<file path="src/rtl/reset_seq_pkg.sv">
// Shared definitions for the reset sequencer: FSM states, counter width, default
// timing constants and the per-state decode of the drain/reset outputs.
package reset_seq_pkg;
  localparam int CNT_W              = 8;
  localparam int HOLD_CYCLES_DEF    = 16;
  localparam int STAGGER_CYCLES_DEF = 8;
  localparam int DRAIN_TIMEOUT_DEF  = 255;

  typedef enum logic [1:0] {
    RUN     = 2'd0,
    QUIESCE = 2'd1,
    HOLD    = 2'd2,
    REL_MEM = 2'd3
  } state_t;

  typedef struct packed {
    logic drain_req;
    logic mem_reset;
    logic sys_reset;
  } ctrl_t;

  // sys_reset is asserted in a superset of the states that assert mem_reset,
  // so the memory-before-CPU release order cannot be violated.
  function automatic ctrl_t state_ctrl(input state_t s);
    ctrl_t c;
    c.drain_req = (s == QUIESCE);
    c.mem_reset = (s == HOLD);
    c.sys_reset = (s == HOLD) || (s == REL_MEM);
    return c;
  endfunction
endpackage

</file>
<file path="src/rtl/sync_2ff.sv">
// Two-flop synchronizer for a single asynchronous level; both flops reset to 0.
module sync_2ff (
  input  logic clk,
  input  logic rst_n,
  input  logic d,
  output logic q
);
  logic meta;

  always_ff @(posedge clk or negedge rst_n) begin
    if (!rst_n) begin
      meta <= 1'b0;
      q    <= 1'b0;
    end else begin
      meta <= d;
      q    <= meta;
    end
  end
endmodule

</file>
<file path="src/rtl/reset_sequencer.sv">
// Reset sequencer: drains downstream logic, holds memory and CPU resets for a
// minimum time, then releases memory first and the CPU a stagger later.
module reset_sequencer
  import reset_seq_pkg::*;
#(
  parameter int HOLD_CYCLES    = HOLD_CYCLES_DEF,
  parameter int STAGGER_CYCLES = STAGGER_CYCLES_DEF,
  parameter int DRAIN_TIMEOUT  = DRAIN_TIMEOUT_DEF
) (
  input  logic   osc_50,
  input  logic   reset_n,
  input  logic   reset_req,
  input  logic   drain_ack,
  output logic   drain_req,
  output logic   mem_reset,
  output logic   sys_reset,
  output logic   timeout,
  output logic   led,
  output state_t fsm_state
);
  localparam logic [CNT_W-1:0] HOLD_LAST    = CNT_W'(HOLD_CYCLES - 1);
  localparam logic [CNT_W-1:0] STAGGER_LAST = CNT_W'(STAGGER_CYCLES - 1);
  localparam logic [CNT_W-1:0] DRAIN_LAST   = CNT_W'(DRAIN_TIMEOUT - 1);

  logic             req_s;
  state_t           state;
  state_t           next_state;
  logic [CNT_W-1:0] cnt;
  logic [CNT_W-1:0] next_cnt;
  logic             drain_expired;
  logic             next_timeout;
  ctrl_t            next_ctrl;

  sync_2ff u_req_sync (
    .clk   (osc_50),
    .rst_n (reset_n),
    .d     (reset_req),
    .q     (req_s)
  );

  assign fsm_state = state;

  always_ff @(posedge osc_50 or negedge reset_n) begin
    if (!reset_n) begin
      state     <= HOLD;
      cnt       <= '0;
      drain_req <= 1'b0;
      mem_reset <= 1'b1;
      sys_reset <= 1'b1;
      led       <= 1'b1;
      timeout   <= 1'b0;
    end else begin
      state     <= next_state;
      cnt       <= next_cnt;
      drain_req <= next_ctrl.drain_req;
      mem_reset <= next_ctrl.mem_reset;
      sys_reset <= next_ctrl.sys_reset;
      led       <= next_ctrl.sys_reset;
      timeout   <= next_timeout;
    end
  end

  // Drain handshake: drain_req stays high for all of QUIESCE; drain_ack is only
  // looked at there, and the first cycle it is high completes the handshake.
  // An ack in the same cycle as the timeout wins, so no timeout is flagged.
  always_comb begin
    next_state    = state;
    drain_expired = 1'b0;
    case (state)
      RUN: begin
        if (req_s) next_state = QUIESCE;
      end
      QUIESCE: begin
        if (drain_ack) begin
          next_state = HOLD;
        end else if (cnt == DRAIN_LAST) begin
          next_state    = HOLD;
          drain_expired = 1'b1;
        end
      end
      HOLD: begin
        if ((cnt == HOLD_LAST) && !req_s) next_state = REL_MEM;
      end
      REL_MEM: begin
        if (req_s) next_state = HOLD;
        else if (cnt == STAGGER_LAST) next_state = RUN;
      end
      default: next_state = HOLD;
    endcase

    // The shared counter restarts on every state entry, including HOLD re-entry.
    next_cnt = '0;
    if (next_state == state) begin
      case (state)
        RUN:     next_cnt = '0;
        HOLD:    next_cnt = (cnt == HOLD_LAST) ? cnt : cnt + CNT_W'(1);
        default: next_cnt = cnt + CNT_W'(1);
      endcase
    end

    next_timeout = timeout | drain_expired;
  end

  always_comb begin
    next_ctrl = state_ctrl(next_state);
  end
endmodule

</file>
<file path="config.mk">
export PLATFORM = sky130hd
export DESIGN_NAME = reset_sequencer
export DESIGN_NICKNAME = d
export VERILOG_FILES = /design/src/rtl/reset_seq_pkg.sv /design/src/rtl/sync_2ff.sv /design/src/rtl/reset_sequencer.sv
export SDC_FILE = /design/constraint.sdc
export NUM_CORES = 1
export LEC_CHECK = 0
export BUFFER_PORTS_ARGS = -buffer_cell sky130_fd_sc_hd__buf_2
export CORE_MARGIN = 2
export CORE_UTILIZATION = 36
export DETAILED_ROUTE_END_ITERATION = 10
export GPL_TIMING_DRIVEN = 0
export HOLD_SLACK_MARGIN = 0.15
export PLACE_DENSITY_LB_ADDON = 0.15
export SLEW_MARGIN = 10
export SYNTH_ARGS = -nofsm -noshare
export SYNTH_HDL_FRONTEND = slang
export SYNTH_SLANG_ARGS = --single-unit
</file>
<file path="constraint.sdc">
create_clock -name osc_50 -period 2 [get_ports osc_50]
set_input_delay 0.4 -clock osc_50 [delete_from_list [all_inputs] [get_ports osc_50]]
set_output_delay 0.4 -clock osc_50 [all_outputs]
set_load 0.03 [all_outputs]
</file>
==> implementation parameters, run 1 <==
Parameter                              Value

Run status
  Result of the run    completed

Route
  Final routed wire length divided by cell count    14.34 um
  Overall routed net length    1.850 mm
  Residual antenna-violating net count after detailed routing    0
  Number of vias after detailed routing    690
  Via count normalized by instance count    5.349
  Residual DRC    0
  First DRT Iteration DRCs    15
  Count of TritonRoute iterations in the first routing pass    4

Floorplan
  Count of standard-cell rows    17
  Die boundary width    ~52 um
  Starting density of the core    0.3801
  Area of the core    ~0.0022 sq mm
  Die boundary height    between 50 and 60 um
  Area enclosed by the die boundary    between 0.002 and 0.003 sq mm
  Count of pins on the block boundary    11

STA
  Worst Max-Slew Pin Slew    0.4736 ns
  RSZ-0062 raised after global routing    true
  Final max-slew violation count    0
  Minimum clock period after layout    1.988 ns
  Tcrit/Tclk final    0.9939
  Post-Route Skew    0.004065 ns
  Endpoints failing hold    0
  Min setup slack post-route    0.01229 ns
  Relative slew slack    0.6843
  Worst hold-check slack    0.2026 ns
  Max Freq    503.1 MHz
  Number of failing setup endpoints in the final timing report    0

Placed design
  Post-detail-place hpwl    around 1.3 mm
  Final estimated routing congestion in global placement    0.8676
  Placement-stage worst setup slack    -0.08931 ns
  Port Buffers    10

Power and ir drop
  Leakage power total    ~0.46 nW
  Pwr dens    1078 mW/mm^2
  Peak supply drop    0.4658 mV

Clock network
  Clock insertion delay at the later pin of the skew report    0.29 ns
  H-tree levels    1
  CTS tree    yes
  Clock tree root buffer cell    sky130_fd_sc_hd__clkbuf_4
  Maximum clock path buffer count    2
  CTS Buf Count    3
  Count of clock tree sinks    16
  CTS clock-pin slew for the worst setup and hold paths    0.09 ns

Finish
  Highest-count cells in the layout ignoring fill and taps    12 x sky130_fd_sc_hd__dfrtp_1, 10 x sky130_fd_sc_hd__buf_2, 8 x sky130_fd_sc_hd__nor2_1
  Final-stage net count    108
  Layout overhead on the synthesized area    21.43%
  Most common cell after layout, fill and taps aside    sky130_fd_sc_hd__dfrtp_1
  Antenna fix cells    0
  Share of cells above drive strength 1    0.2871
  Post-route core utilization    0.4615

GRT
  Number of antenna violations at the first check in global routing    0
  Number of global-route vias before repair    between 600 and 700
  Overall track demand over capacity in global routing    0.1506
  Pin count of the biggest net entering global routing    17
  Remaining Overflow, GRT    0
  First-pass GRT wire length    2.994 mm

Hold path
  Type of the worst min-delay path    in -> reg

Setup path
  Path type of the worst setup path    reg -> reg
  Launching element type of the critical path    flip-flop
  Critical Path RT    around 2.2 ns
  Critical path fanouts, max    4
  Kind of end point of the critical path    flip-flop
  Signal arrival time at the worst endpoint    2.16 ns

Synthesis
  Post-synth net total    90
  Async S/R FF share, synth    1.000
  Mean area per synthesized cell    10.01 sq um
  Synth warn    0
  Sequential-to-total area share from yosys stat    0.4807
  Distinct cell type count of the synthesized netlist    33
  Synthesized netlist cell count    between 80 and 90
  Number of enable-type register cells in the synthesized netlist    0
  Number of synthesized register bits    16
  Main synth FF type    sky130_fd_sc_hd__dfrtp_1
  Summed instance area of the synthesized netlist    840.8 sq um

Run
  # Max-Cap Violations    0
-- power breakdown --
group | internal [W] | total [W] | switching (W)
combinational | 0.000178 | 0.000436 | 0.000258
clock | 0.000111 | 0.000216 | 0.000104
sequential | 0.000393 | 0.000449 | 0.0000559
-- worst max-delay path: stages (launching register included) --
cell and delay (ns):
sky130_fd_sc_hd__dfrtp_1 0.42, sky130_fd_sc_hd__or4_4 0.56, sky130_fd_sc_hd__or3_4 0.37, sky130_fd_sc_hd__a311oi_4 0.39
sky130_fd_sc_hd__a21oi_1 0.11
-- synthesized netlist by cell type (2+ instances only) --
cell,instances,area [sq um]
sky130_fd_sc_hd__ha_1,2,25.02
sky130_fd_sc_hd__dfstp_2,3,78.83
sky130_fd_sc_hd__dfrtp_1,13,325.3
sky130_fd_sc_hd__xnor2_1,2,17.52
sky130_fd_sc_hd__xor2_1,2,17.52
sky130_fd_sc_hd__nor2b_1,4,25.02
sky130_fd_sc_hd__nor2_1,8,30.03
sky130_fd_sc_hd__nand2_1,2,7.510
sky130_fd_sc_hd__a31oi_1,6,37.54
sky130_fd_sc_hd__nand3_1,4,20.02
sky130_fd_sc_hd__clkbuf_1,4,15.01
sky130_fd_sc_hd__o21a_1,2,15.01
sky130_fd_sc_hd__and3_1,2,12.51
sky130_fd_sc_hd__inv_1,2,7.510
sky130_fd_sc_hd__a21oi_1,6,30.03
sky130_fd_sc_hd__a21o_1,5,37.54
-- routing by layer --
layer	GRT usage	share of wire	routed length, um
met5	0	0	0
met4	0.04701	0.0070	13
met3	0.06000	0.043	80
met2	0.2104	0.46	846
met1	0.2112	0.49	910
-- logic make-up (layout without fill, tap and decap cells) --
kind of cell,after synthesis,in the layout,share of synthesized area
AOI/OAI and AO/OA,27,27,0.2247
xor gates and xnor gates,4,4,0.04167
adders and majority gates,2,2,0.02976
buffers and inverters,7,24,0.03572
DFF,16,16,0.4807
and+or+nand+nor,28,28,0.1875
-- state kept, by name, summed over array words and instances (netlist names) --
signal           cells
cnt                  8
drain_req            1
timeout              1
mem_reset            1
u_req_sync.meta      1
fsm_state            2
u_req_sync.q         1
led                  1
-- what timing repair did --
item                                   in CTS  in global routing
setup endpoints to repair                   6                  7
gates resized for setup                     2                  6
cloned                                      0                  0
hold buffers                                1                  0
endpoints found under the hold margin      13                  0
pin swaps                                   1                  4
buffers inserted                            0                  2
-- final cells by class --
type                       instances  area, sq um
fill                             236         1191
multi-input combinational         61        439.2
sequential                        16        405.4
timing repair buffer              13        75.07
clock buffer                       4        36.28
tap                               28        35.03
buffer                             5        22.52
inverter                           2        7.507
-- worst paths after layout --
kind	start	end	slack (ns)	depth (start not counted)
worst min-delay path	reset_req	u_req_sync.meta	0.20	1
worst max-delay path	cnt[6]	cnt[0]	0.01	4
min in group asynchronous	reset_n	cnt[1]	0.54	2
worst min register to register	u_req_sync.meta	u_req_sync.q	0.36	0
max in group asynchronous	reset_n	fsm_state[1]	1.15	2
worst max register to register	cnt[6]	cnt[0]	0.01	4
-- stage by stage --
stage               cells  total power (W)  cell area [sq um]    TNS, ns
finish                129         0.001101               1021          0
global route          129         0.001185               1021    -0.2160
CTS                   127         0.001091              989.7  -0.006712
detailed placement    122        0.0008538              925.9    -0.2133
global placement      122        0.0008534              925.9    -0.2119
floorplan              84        0.0007531              840.8          0
No activity file was read; power rests on OpenSTA's default activity.
==> inputs of run 2 (changes only) <==
--- a/config.mk
+++ b/config.mk
@@ -7,11 +7,12 @@
 export LEC_CHECK = 0
 export BUFFER_PORTS_ARGS = -buffer_cell sky130_fd_sc_hd__buf_2
 export CORE_MARGIN = 2
-export CORE_UTILIZATION = 36
+export CORE_UTILIZATION = 30
 export DETAILED_ROUTE_END_ITERATION = 10
 export GPL_TIMING_DRIVEN = 0
 export HOLD_SLACK_MARGIN = 0.15
 export PLACE_DENSITY_LB_ADDON = 0.15
+export SETUP_SLACK_MARGIN = 0.05
 export SLEW_MARGIN = 10
 export SYNTH_ARGS = -nofsm -noshare
 export SYNTH_HDL_FRONTEND = slang
==> run 2 against run 1 <==
Compared with the run above: flip-flop and latch count unchanged; core utilization down 8.0 points; critical path depth unchanged; count of clock-buffer cells in the layout unchanged; non-clock buffer count up 2; final area up 1.3%; combinational power up 3%; die area up 18%; sequential share of layout area down 0.53 points; critical endpoint is now cnt[6]; sequential power about the same; first-iteration DRC count up 100%; routed wire length up 3.9%.
==> implementation parameters, run 2 (same netlist as run 1, synthesis figures left out) <==
Parameter                              Value

Power and ir drop
  Proportion of power drawn by combinational gates    0.417 (was 0.396)
  Leakage power total    0.4684 nW (was 0.4639 nW)
  Relative contribution of the clock network to total power    0.167 (was 0.196)
  Sequential Power Share    0.416 (was 0.408)
  Switching power as a share of total power    0.3942 (was 0.3800)
  Net Switching    0.0004248 W (was 0.0004182 W)
  Peak supply drop    0.5288 mV (was 0.4658 mV)
  Pwr dens    1042 mW/mm^2 (was 1078 mW/mm^2)
  Internal power    0.0006530 W (was 0.0006824 W)

Setup path
  Critical path fanouts, max    4 (unchanged)
  Launching element type of the critical path    flip-flop (unchanged)
  Reg2Reg Depth    4 (unchanged)
  Kind of end point of the critical path    flip-flop (unchanged)
  Launch point of the critical path    cnt[5] (was cnt[6])
  Path type of the worst setup path    reg -> reg (unchanged)
  Signal arrival time at the worst endpoint    2.14 ns (was 2.16 ns)
  FF-to-FF Start    cnt[5] (was cnt[6])
  Critical Path RT    2.17 ns (about the same)

Finish
  Filler cell count in the final layout    289 (was 236)
  Final-stage net count    110 (was 108)
  Share of cells above drive strength 1    0.3010 (was 0.2871)
  Most common cell after layout, fill and taps aside    sky130_fd_sc_hd__dfrtp_1 (unchanged)
  Register containing the most flip-flops in the final layout    cnt (unchanged)
  Largest register FFs    8 (unchanged)
  Layout overhead on the synthesized area    23.07% (was 21.43%)
  Highest-count cells in the layout ignoring fill and taps    12 x sky130_fd_sc_hd__dfrtp_1, 10 x sky130_fd_sc_hd__buf_2, 8 x sky130_fd_sc_hd__nor2_1 (unchanged)
  Antenna fix cells    0 (unchanged)
  Post-route core utilization    0.3818 (was 0.4615)
  Final instance area    0.001035 sq mm (was 0.001021 sq mm)

Run status
  Result of the run    completed (unchanged)

GRT
  GR Layer Usage met1    0.1633 (was 0.2112)
  Remaining Overflow, GRT    0 (unchanged)
  Met3 track demand over resource    0.04082 (was 0.06000)
  Number of antenna violations at the first check in global routing    0 (unchanged)
  Number of global-route vias before repair    702 (was 620)
  Highest-utilization routing layer at the global route stage    met2 (was met1)
  Pin count of the biggest net entering global routing    17 (unchanged)
  Overall track demand over capacity in global routing    0.1269 (was 0.1506)
  Global Route met2 Usage    0.1987 (was 0.2104)
  First-pass GRT wire length    3.146 mm (was 2.994 mm)

STA
  RSZ-0062 raised after global routing    true (unchanged)
  Worst Max-Slew Pin Slew    0.4818 ns (was 0.4736 ns)
  Min setup slack post-route    0.02703 ns (was 0.01229 ns)
  Endpoints failing hold    0 (unchanged)
  Tcrit/Tclk final    0.9865 (was 0.9939)
  Setup TNS Final    0 ns (unchanged)
  Max Freq    506.9 MHz (was 503.1 MHz)
  Number of failing setup endpoints in the final timing report    0 (unchanged)
  Post-Route Skew    0.008452 ns (was 0.004065 ns)
  Relative slew slack    0.6761 (was 0.6843)
  Worst hold-check slack    0.2176 ns (was 0.2026 ns)
  Final max-slew violation count    0 (unchanged)
  Minimum clock period after layout    1.973 ns (was 1.988 ns)

Clock network
  CTS Buf Count    3 (unchanged)
  H-tree levels    1 (unchanged)
  Count of clock tree sinks    16 (unchanged)
  CTS clock-pin slew for the worst setup and hold paths    0.10 ns (was 0.09 ns)
  Maximum clock path buffer count    2 (unchanged)
  Clock tree root buffer cell    sky130_fd_sc_hd__clkbuf_4 (unchanged)
  CTS tree    yes (unchanged)
  Clock insertion delay at the later pin of the skew report    0.29 ns (about the same)

Route
  Residual antenna-violating net count after detailed routing    0 (unchanged)
  Count of TritonRoute iterations in the first routing pass    4 (unchanged)
  Number of vias after detailed routing    689 (was 690)
  First DRT Iteration DRCs    30 (was 15)
  Residual DRC    0 (unchanged)
  Via count normalized by instance count    5.142 (was 5.349)
  Overall routed net length    1.922 mm (was 1.850 mm)
  Final routed wire length divided by cell count    14.34 um (about the same)

Placed design
  Placed inst area    929.6 sq um (was 925.9 sq um)
  Post-detail-place hpwl    1.281 mm (was 1.258 mm)
  Final estimated routing congestion in global placement    0.7409 (was 0.8676)
  Placement-stage worst setup slack    -0.07592 ns (was -0.08931 ns)
  Port Buffers    10 (unchanged)

Run
  # Max-Cap Violations    0 (unchanged)

Floorplan
  Area enclosed by the die boundary    0.003242 sq mm (was 0.002738 sq mm)
  Count of pins on the block boundary    11 (unchanged)
  Die boundary height    56.94 um (was 52.33 um)
  Die boundary width    56.94 um (was 52.33 um)
  Area of the core    0.002710 sq mm (was 0.002212 sq mm)
  Starting density of the core    0.3102 (was 0.3801)
  Count of standard-cell rows    19 (was 17)

Hold path
  Type of the worst min-delay path    in -> reg (unchanged)
  Min-Delay Path Depth    1 (unchanged)
  Beginning of the worst hold path    reset_req (unchanged)
run 2: cell count changes in the layout (fill, tap and decap cells not counted), sizes merged:
| cell | delta |
|---|---|
| buf | +1 |
| clkbuf | +1 |
run 2: metrics by stage:
| stage | total power [W] | cells |
|---|---|---|
| after global placement | 0.0008506 | 125 |
| final | 0.001078 | 134 |
| after CTS | 0.001068 | 131 |
| after floorplan | 0.0007531 | 84 |
| after detailed placement | 0.0008503 | 125 |
| after global routing | 0.001158 | 134 |
run 2: layout make-up:
type	instances	area [sq um]	area share
Multi-Input combinational cell	61	444.2	0.4293
Tap cell	31	38.79	0.03748
Clock buffer	4	26.28	0.02539
Timing Repair Buffer	15	90.09	0.08706
Inverter	2	7.507	0.007255
Buffer	5	22.52	0.02177
Sequential cell	16	405.4	0.3918
run 2: final timing paths:
path                                    to  slack (ns)
min in group asynchronous           cnt[5]        0.54
max in group asynchronous     fsm_state[1]        1.14
setup reg to reg                    cnt[6]        0.03
hold reg to reg               u_req_sync.q        0.36
setup / recovery                    cnt[6]        0.03
hold / removal             u_req_sync.meta        0.22
run 2: what timing repair did:
| action | CTS | global route |
|---|---|---|
| pin swaps | 4 | 4 |
| buffers inserted | 1 | 3 |
| endpoints found under the hold margin | 13 | 0 |
| hold buffers | 1 | 0 |
| cloned | 0 | 0 |
| endpoints found under the setup margin | 8 | 8 |
| gates resized for setup | 4 | 5 |
run 2: power by group through the flow:
stage                     logic [W]  registers, W  clock network (W)
after CTS                  0.000432      0.000445           0.000190
final                      0.000449      0.000449           0.000180
after global placement     0.000398      0.000453                  0
after detailed placement   0.000398      0.000453                  0
after global routing       0.000496      0.000457           0.000204
after floorplan            0.000275      0.000478                  0
run 2: worst max-delay path: stages, from the launching register on:
cell	delay [ns]
sky130_fd_sc_hd__dfrtp_1	0.41
sky130_fd_sc_hd__or4_4	0.56
sky130_fd_sc_hd__or3_4	0.37
sky130_fd_sc_hd__a311oi_4	0.42
sky130_fd_sc_hd__nor2_1	0.10
run 2: layer usage:
metal	up-vias	routed length [um]	part of all wire
met3	2	58	0.030
met5	-	0	0
li1	343	-	-
met2	11	898	0.47
met4	0	16	0.0083
met1	333	950	0.49
